$ cat config.mk
export PLATFORM = sky130hd
export DESIGN_NAME = exposure_ctrl_param
export DESIGN_NICKNAME = d
export VERILOG_FILES = /design/src/rtl/exposure_ctrl_param.sv
export SDC_FILE = /design/constraint.sdc
export NUM_CORES = 1
export LEC_CHECK = 0
export CAP_MARGIN = 20
export CORE_UTILIZATION = 59
export CTS_CLUSTER_DIAMETER = 80
export DETAILED_ROUTE_END_ITERATION = 16
export PLACE_DENSITY = 0.84
export RECOVER_POWER = 25
export SLEW_MARGIN = 15
export SYNTH_ARGS = -nofsm -noshare
export SYNTH_HDL_FRONTEND = slang
export SYNTH_SLANG_ARGS = --single-unit
$ cat constraint.sdc
create_clock -name Clk -period 3.3 [get_ports Clk]
set_input_delay 0.66 -clock Clk [delete_from_list [all_inputs] [get_ports Clk]]
set_output_delay 0.66 -clock Clk [all_outputs]
set_load 0.01 [all_outputs]
$ cat src/rtl/exposure_ctrl_param.sv
// Erase/expose/read sequencer for a row-readout image sensor.
// Define EXP_CTRL_CONTINUOUS_EN for back-to-back frames while Init stays high.
module exposure_ctrl_param #(
  parameter int ROWS         = 2,
  parameter int EXP_W        = 5,
  parameter int EXP_MIN      = 2,
  parameter int EXP_MAX      = 30,
  parameter int EXP_INIT     = 10,
  parameter int ERASE_CYCLES = 4
) (
  input  logic             Clk,
  input  logic             Reset,
  input  logic             Init,
  input  logic             Exp_increase,
  input  logic             Exp_decrease,
  output logic             Erase,
  output logic             Expose,
  output logic             ADC,
  output logic [ROWS-1:0]  NRE,
  output logic [EXP_W-1:0] Exp_time,
  output logic             Busy,
  output logic             Frame_done
);

  localparam int EC_W  = $clog2(ERASE_CYCLES + 1);
  localparam int CNT_W = (EC_W > EXP_W) ? EC_W : EXP_W;
  localparam int ROW_W = (ROWS > 1) ? $clog2(ROWS) : 1;

  localparam logic [EXP_W-1:0] MAX_V      = EXP_W'(EXP_MAX);
  localparam logic [EXP_W-1:0] MIN_V      = EXP_W'(EXP_MIN);
  localparam logic [EXP_W-1:0] INIT_V     = EXP_W'(EXP_INIT);
  localparam logic [CNT_W-1:0] ERASE_LAST = CNT_W'(ERASE_CYCLES - 1);
  localparam logic [ROW_W-1:0] ROW_LAST   = ROW_W'(ROWS - 1);

  typedef enum logic [1:0] {IDLE, ERASE, EXPOSE, READ} state_t;

  state_t           state;
  logic [CNT_W-1:0] cnt;
  logic [ROW_W-1:0] row;
  logic             phase;
  logic             init_q;
  logic             inc_q;
  logic             dec_q;
  logic             init_rise;
  logic             inc_rise;
  logic             dec_rise;
  logic             restart;

  assign init_rise = Init & ~init_q;
  assign inc_rise  = Exp_increase & ~inc_q;
  assign dec_rise  = Exp_decrease & ~dec_q;

`ifdef EXP_CTRL_CONTINUOUS_EN
  assign restart = Init;
`else
  assign restart = 1'b0;
`endif

  function automatic logic [ROWS-1:0] row_mask(input logic [ROW_W-1:0] r);
    return ~(ROWS'(1) << r);
  endfunction

  // Outputs are registered from the next state, so each strobe
  // lines up exactly with the state it belongs to.
  always_ff @(posedge Clk or negedge Reset) begin
    if (!Reset) begin
      state      <= IDLE;
      cnt        <= '0;
      row        <= '0;
      phase      <= 1'b0;
      init_q     <= 1'b0;
      inc_q      <= 1'b0;
      dec_q      <= 1'b0;
      Exp_time   <= INIT_V;
      Erase      <= 1'b0;
      Expose     <= 1'b0;
      ADC        <= 1'b0;
      NRE        <= '1;
      Busy       <= 1'b0;
      Frame_done <= 1'b0;
    end else begin
      init_q     <= Init;
      inc_q      <= Exp_increase;
      dec_q      <= Exp_decrease;
      Erase      <= 1'b0;
      Expose     <= 1'b0;
      ADC        <= 1'b0;
      NRE        <= '1;
      Frame_done <= 1'b0;

      if (inc_rise && !dec_rise) begin
        if (Exp_time < MAX_V) Exp_time <= Exp_time + 1'b1;
      end else if (dec_rise && !inc_rise) begin
        if (Exp_time > MIN_V) Exp_time <= Exp_time - 1'b1;
      end

      unique case (state)
        IDLE: begin
          if (init_rise) begin
            state <= ERASE;
            cnt   <= ERASE_LAST;
            Erase <= 1'b1;
            Busy  <= 1'b1;
          end
        end
        ERASE: begin
          if (cnt == '0) begin
            state  <= EXPOSE;
            cnt    <= CNT_W'(Exp_time) - 1'b1;
            Expose <= 1'b1;
          end else begin
            cnt   <= cnt - 1'b1;
            Erase <= 1'b1;
          end
        end
        EXPOSE: begin
          if (cnt == '0) begin
            state <= READ;
            row   <= '0;
            phase <= 1'b0;
            NRE   <= row_mask('0);
          end else begin
            cnt    <= cnt - 1'b1;
            Expose <= 1'b1;
          end
        end
        READ: begin
          if (!phase) begin
            phase <= 1'b1;
            ADC   <= 1'b1;
            NRE   <= row_mask(row);
          end else if (row != ROW_LAST) begin
            row   <= row + 1'b1;
            phase <= 1'b0;
            NRE   <= row_mask(row + 1'b1);
          end else begin
            Frame_done <= 1'b1;
            if (restart) begin
              state <= ERASE;
              cnt   <= ERASE_LAST;
              Erase <= 1'b1;
            end else begin
              state <= IDLE;
              Busy  <= 1'b0;
            end
          end
        end
      endcase
    end
  end

endmodule

==> results.cfg, run 1 <==
[floorplan]
top_level_ports = 17
rows = 17
initial_utilization_pct = 64.1
die_h_um = 51.5
die_area_sq_um = 2650
core_sq_um = 2250
die_w_um = 51.5

[synthesis]
yosysTopAreaCell = dfrtp_1
yosys_warnings = 0
synth_cell_types = 45
ys_ff_latch = 24
syn_area_sq_um = 1450
avgSynthCellArea_sq_um = 9.57
synth-seq-area-share_pct = 41.9
synth_edf_count = 0
postSynthCellCount = 151
synth.top_cells.by_area = dfrtp_1, ha_1, dfstp_2, inv_1, nand2_1
synth_top_area_share_pct = 34.6
synth.net_count = 168
synth-main-ff-cell = dfrtp_1
synthArstFlopShare_pct = 100

[worst_setup_path]
regToRegSetupSlack_ns = 1.26
reg2reg_to = state[0]
cp.required_ns = 3.51
ff2ff_path_depth = 6
crit_arrival_ns = 2.57
r2r_start = cnt[0]
cp_max_fo = 9
path_class = input pin to flop
endpoint_kind = flop
cp-start-kind = input pin

[clock_network]
clock_latency_ns = 0.31
cts.reportedPaths.clkPinSlew_ns = 0.12
cts_root_buf = clkbuf_4
post_cts_buffers = 0
cts_max_level = 1
cts_resized = 0
cts.path.max_buffers = 2
cts_sinks = 24
cts_hold_buf = 0
cts_tree = yes
cts_buffers = 3

[timing]
period_minus_slack_ns = 2.36
fin_setup_tns_ns = 0
setup_violations = 0
relSlewSlack_pct = 19.1
hold_viol_final = 0
slew_violations = 0
rsz0062_at_grt = false
worstMarginPinSlew_ns = 1.21
max_freq_ghz = 0.423
period_share_pct = 71.6
holdWs_ns = 0.571
fin_worst_skew_ns = 0.00221

[drt]
drc = 0
drt.antenna.violating_nets = 0
vias_per_cell = 5.85
totalWireLength_mm = 2.63
drt-initial-drc-count = 24
firstDrtPassIters = 4
vias = 1135
wire_per_inst_um = 13.6

[power_and_ir_drop]
internal_power_mw = 0.900
p_leak_nw = 0.734
power_density_nw_per_um2 = 972
p_seq_share_pct = 35.3
peakVddDrop_mv = 0.613
clkPwrFrac_pct = 8.1
sw_frac_of_total_pct = 43.7
p_switching_mw = 0.698
comb_power_share_pct = 56.6

[finish]
layout.nets = 184
filler_cell_count = 176
drive_gt1_share_pct = 6.63
area.growth.synth_to_final_pct = 13.8
num_antenna_cells = 0

[min_path]
hp-class = flop to flop
min_path_cells = 1
hold_path_end = ADC
worstHoldStart = phase

[grt]
gr-total-overflow = 0
grt_antenna_before_repair = 0
grt_pass1_wl_mm = 4.54
grtUsageTotal_pct = 22.7
grt_max_degree = 25
grt_pass1_vias = 1050

[placement]
portBuffers = 16
place.gp.congestion = 0.853
hpwl_mm = 1.98

[status]
status = finished clean

[flow_run]
cap_violations = 0
[how the worst max path moves through the flow]
stage / start / endpoint / slack (ns) / depth (start not counted)
3_5_place_dp: Exp_increase / Exp_time[2] / 0.70 / 7
5_1_grt: Exp_increase / Exp_time[2] / 0.83 / 7
3_3_place_gp: Exp_increase / Exp_time[2] / 0.76 / 7
2_1_floorplan: Exp_increase / Exp_time[2] / 1.21 / 7
6_report: Exp_increase / Exp_time[2] / 0.94 / 7
4_1_cts: Exp_increase / Exp_time[2] / 1.04 / 7
[power by group through the flow]
stage	Combinational, mW	Clock (mW)	Sequential (mW)
4_1_cts	0.901	0.134	0.562
2_1_floorplan	0.623	0	0.560
6_report	0.904	0.130	0.564
3_5_place_dp	0.893	0	0.568
5_1_grt	1.01	0.146	0.577
3_3_place_gp	0.874	0	0.558
[layer usage]
metal / GRT usage, % / wire [um] / share of wire (%) / up-vias
met3: 2.63 / 94 / 3.6 / 5
met4: 8.56 / 38 / 1.4 / 0
met1: 31.3 / 1290 / 49 / 545
met2: 36.6 / 1210 / 46 / 24
li1: - / - / - / 561
met5: 0 / 0 / 0 / -
[cell families (layout without fill, tap and decap cells)]
kind of cell / after synthesis / in the layout / synth area share [%]
compound gates: 39 / 39 / 18.4
xor+xnor: 8 / 8 / 4.85
fa+ha+maj: 12 / 12 / 10.4
buf+inv: 20 / 35 / 5.71
flops: 24 / 24 / 41.9
mux: 1 / 1 / 0.693
simple gates: 47 / 47 / 18.0
[sequential cells by signal, indices dropped and copies added (netlist names)]
signal,count
dec_q,1
init_q,1
state,2
Busy,1
phase,1
Frame_done,1
inc_q,1
Erase,1
Exp_time,5
ADC,1
NRE,2
cnt,5
row,1
Expose,1
[stage by stage]
step	cells	power (mW)	utilization, %	setup WS, ns	area (sq um)
2_1_floorplan	151	1.18	-	1.21	1450
3_3_place_gp	190	1.43	71.9	0.761	1620
3_5_place_dp	190	1.46	71.9	0.697	1620
4_1_cts	194	1.60	73.1	1.04	1650
5_1_grt	194	1.73	72.9	0.832	1640
6_report	194	1.60	72.9	0.938	1640
[area by class of cell]
cell class	count	area, sq um	share of cell area (%)
Sequential cell	24	606	36.8
Tap cell	28	35.0	2.13
Multi-Input combinational cell	107	757	46.0
Inverter	13	48.8	2.97
Clock buffer	4	26.3	1.60
Timing Repair Buffer	18	171	10.4
[synth_stat cells, types with 2 or more instances]
master,instances
nor3_1,3
a31oi_1,2
nand2b_1,4
a21o_1,5
ha_1,12
a211oi_1,2
nor3b_1,2
or2_2,2
nor2b_1,4
dfrtp_1,20
nor2_1,6
nand3_1,2
and2_1,2
o21ai_0,8
dfstp_2,4
xor2_1,5
inv_1,13
nand2_1,12
nand3b_1,2
a21oi_1,7
or3_1,2
xnor2_1,3
clkbuf_1,6
nand4_1,2
[worst max-delay path, cell delays in order]
cell and delay (ns):
dlygate4sd3_1 0.54, nor2b_1 0.14, ha_1 0.36, a211oi_1 0.09
a21o_1 0.23, or2_2 0.33, o22a_1 0.22
[placed cells by master, fill, tap and decap left out, types with 4 or more instances in the layout]
master | Yosys | final
dfrtp_1 | 20 | 20
inv_1 | 13 | 13
nand2_1 | 12 | 12
ha_1 | 12 | 12
clkdlybuf4s50_1 | 0 | 12
o21ai_0 | 8 | 8
a21oi_1 | 7 | 7
nor2_1 | 6 | 6
a21o_1 | 5 | 5
xor2_1 | 5 | 5
dfstp_2 | 4 | 4
nand2b_1 | 4 | 4
nor2b_1 | 4 | 4
dlygate4sd3_1 | 0 | 4
(Power assumes the default switching activity.)
==> run 2, diff against run 1 <==
CORE_UTILIZATION = 49   (was 59)
PLACE_DENSITY = 0.74   (was 0.84)
clock period = 2 ns   (was 3.3 ns; I/O delays follow)
==> run 2 against run 1 <==
Compared with the run above: clock skew hardly changed; flip-flop and latch count stayed put; non-clock buffer count is 10 higher; wire length is 14% higher; die area is 20% higher; worst hold slack worse by 0.046 ns; final cell count is 6.7% higher; first-iteration DRC count is 120% higher; setup slack worse by 0.85 ns.
==> results.cfg, run 2 (synthesis gave the netlist of run 1 again) <==
[drt]
drt.antenna.violating_nets = 0
drc = 0
vias_per_cell = 5.85
totalWireLength_mm = 3.00
drt-initial-drc-count = 52
wire_per_inst_um = 14.5
firstDrtPassIters = 4
vias = 1210

[grt]
grt_pass1_vias = 1138
grt_antenna_before_repair = 0
grt_max_degree = 25
grt_pass1_wl_mm = 5.16
grtUsageTotal_pct = 20.8
gr-total-overflow = 0

[timing]
holdWs_ns = 0.524
period_share_pct = 95.8
slew_violations = 0
period_minus_slack_ns = 1.92
max_freq_ghz = 0.522
relSlewSlack_pct = 17.8
worstMarginPinSlew_ns = 1.23
layout_setup_ws_ns = 0.0844
setup_violations = 0
fin_worst_skew_ns = 0.00216
rsz0062_at_grt = true
hold_viol_final = 0

[worst_setup_path]
endpoint_kind = primary output
cp_max_fo = 8
ff2ff_path_depth = 6
path_class = flop to primary output
cp_top_family = flip-flops
slowest_delay_ns = 0.63
cpMaxStageDelayCell = dfstp_2
crit_buf_inv = 1
crit_arrival_ns = 1.52
regToRegSetupSlack_ns = 0.12
cp-start-kind = flop
reg2reg_to = state[0]
r2r_start = cnt[0]
cp.required_ns = 1.60
worstPathCellList = clkdlybuf4s50_1

[status]
status = finished clean

[finish]
final_common_cell = dfrtp_1
area.growth.synth_to_final_pct = 21.2
drive_gt1_share_pct = 13.1
num_antenna_cells = 0
postLayoutCoreUtil_pct = 63.0
layout.nets = 194
reg.largest.list = Exp_time: 5 flops, cnt: 5 flops
final_cell_mix = dfrtp_1, inv_1, clkdlybuf4s50_1, nand2_1
filler_cell_count = 236

[clock_network]
cts_max_level = 1
cts_tree = yes
cts_root_buf = clkbuf_4
clock_latency_ns = 0.32
cts.reportedPaths.clkPinSlew_ns = 0.13
cts.path.max_buffers = 2
cts_sinks = 24
cts_hold_buf = 0
cts_buffers = 3

[min_path]
worstHoldStart = Exp_increase
hp-class = input pin to flop
min_path_cells = 1
hold_path_end = inc_q

[placement]
place_ws_ns = -0.207
hpwl_mm = 2.22
place.gp.congestion = 0.883
portBuffers = 16

[floorplan]
die_w_um = 56.3
rows = 19
die_area_sq_um = 3170
die_h_um = 56.3
core_sq_um = 2780
initial_utilization_pct = 52.0
top_level_ports = 17

[flow_run]
cap_violations = 0

[power_and_ir_drop]
power_density_nw_per_um2 = 1690
peakVddDrop_mv = 1.08
p_leak_nw = 0.794
[run 2: worst max path at each step]
stage / startpoint / to / cells past startpoint
after CTS: cnt[1] / state[0] / 6
after global routing: cnt[0] / state[0] / 6
final: Exp_time[1] / Exp_time[1] / 1
after floorplan: cnt[0] / state[0] / 7
after detailed placement: Exp_increase / Exp_time[2] / 7
after global placement: Exp_increase / Exp_time[2] / 7
[run 2: routing by layer]
metal / vias to the layer above / GRT usage, % / wire, um
li1: 585 / - / -
met1: 575 / 27.9 / 1350
met2: 44 / 33.0 / 1420
met3: 6 / 5.53 / 175
met4: 0 / 6.27 / 51
met5: - / 0 / 0
[run 2: power breakdown]
group	total, mW	leakage (nW)	switching, mW	internal (mW)
clock network	0.355	0.0279	0.152	0.203
logic	1.68	0.476	0.849	0.829
registers	0.920	0.290	0.218	0.701
[run 2: final cells by class]
class,instances,area (sq um),share of cell area [%]
clock buffers,3,22.5,1.29
multi-input cells,107,759,43.4
well taps,31,38.8,2.21
inverters,13,48.8,2.79
repair buffers,28,246,14.1
flip-flops and latches,24,606,34.6
clock inverters,1,30.0,1.71
[run 2: timing repair]
action                                  in CTS  in global routing
buffers inserted                             0                  1
gates resized for setup                      0                  1
endpoints found under the setup margin       0                  3
[run 2: stage by stage]
| step | setup TNS, ns | instance area, sq um | total power, mW | cells |
|---|---|---|---|---|
| finish | 0 | 1750 | 2.95 | 207 |
| floorplan | 0 | 1450 | 1.95 | 151 |
| detailed placement | -0.762 | 1690 | 2.57 | 202 |
| CTS | 0 | 1750 | 2.94 | 206 |
| global route | -0.00587 | 1750 | 3.18 | 207 |
| global placement | -0.424 | 1690 | 2.50 | 202 |
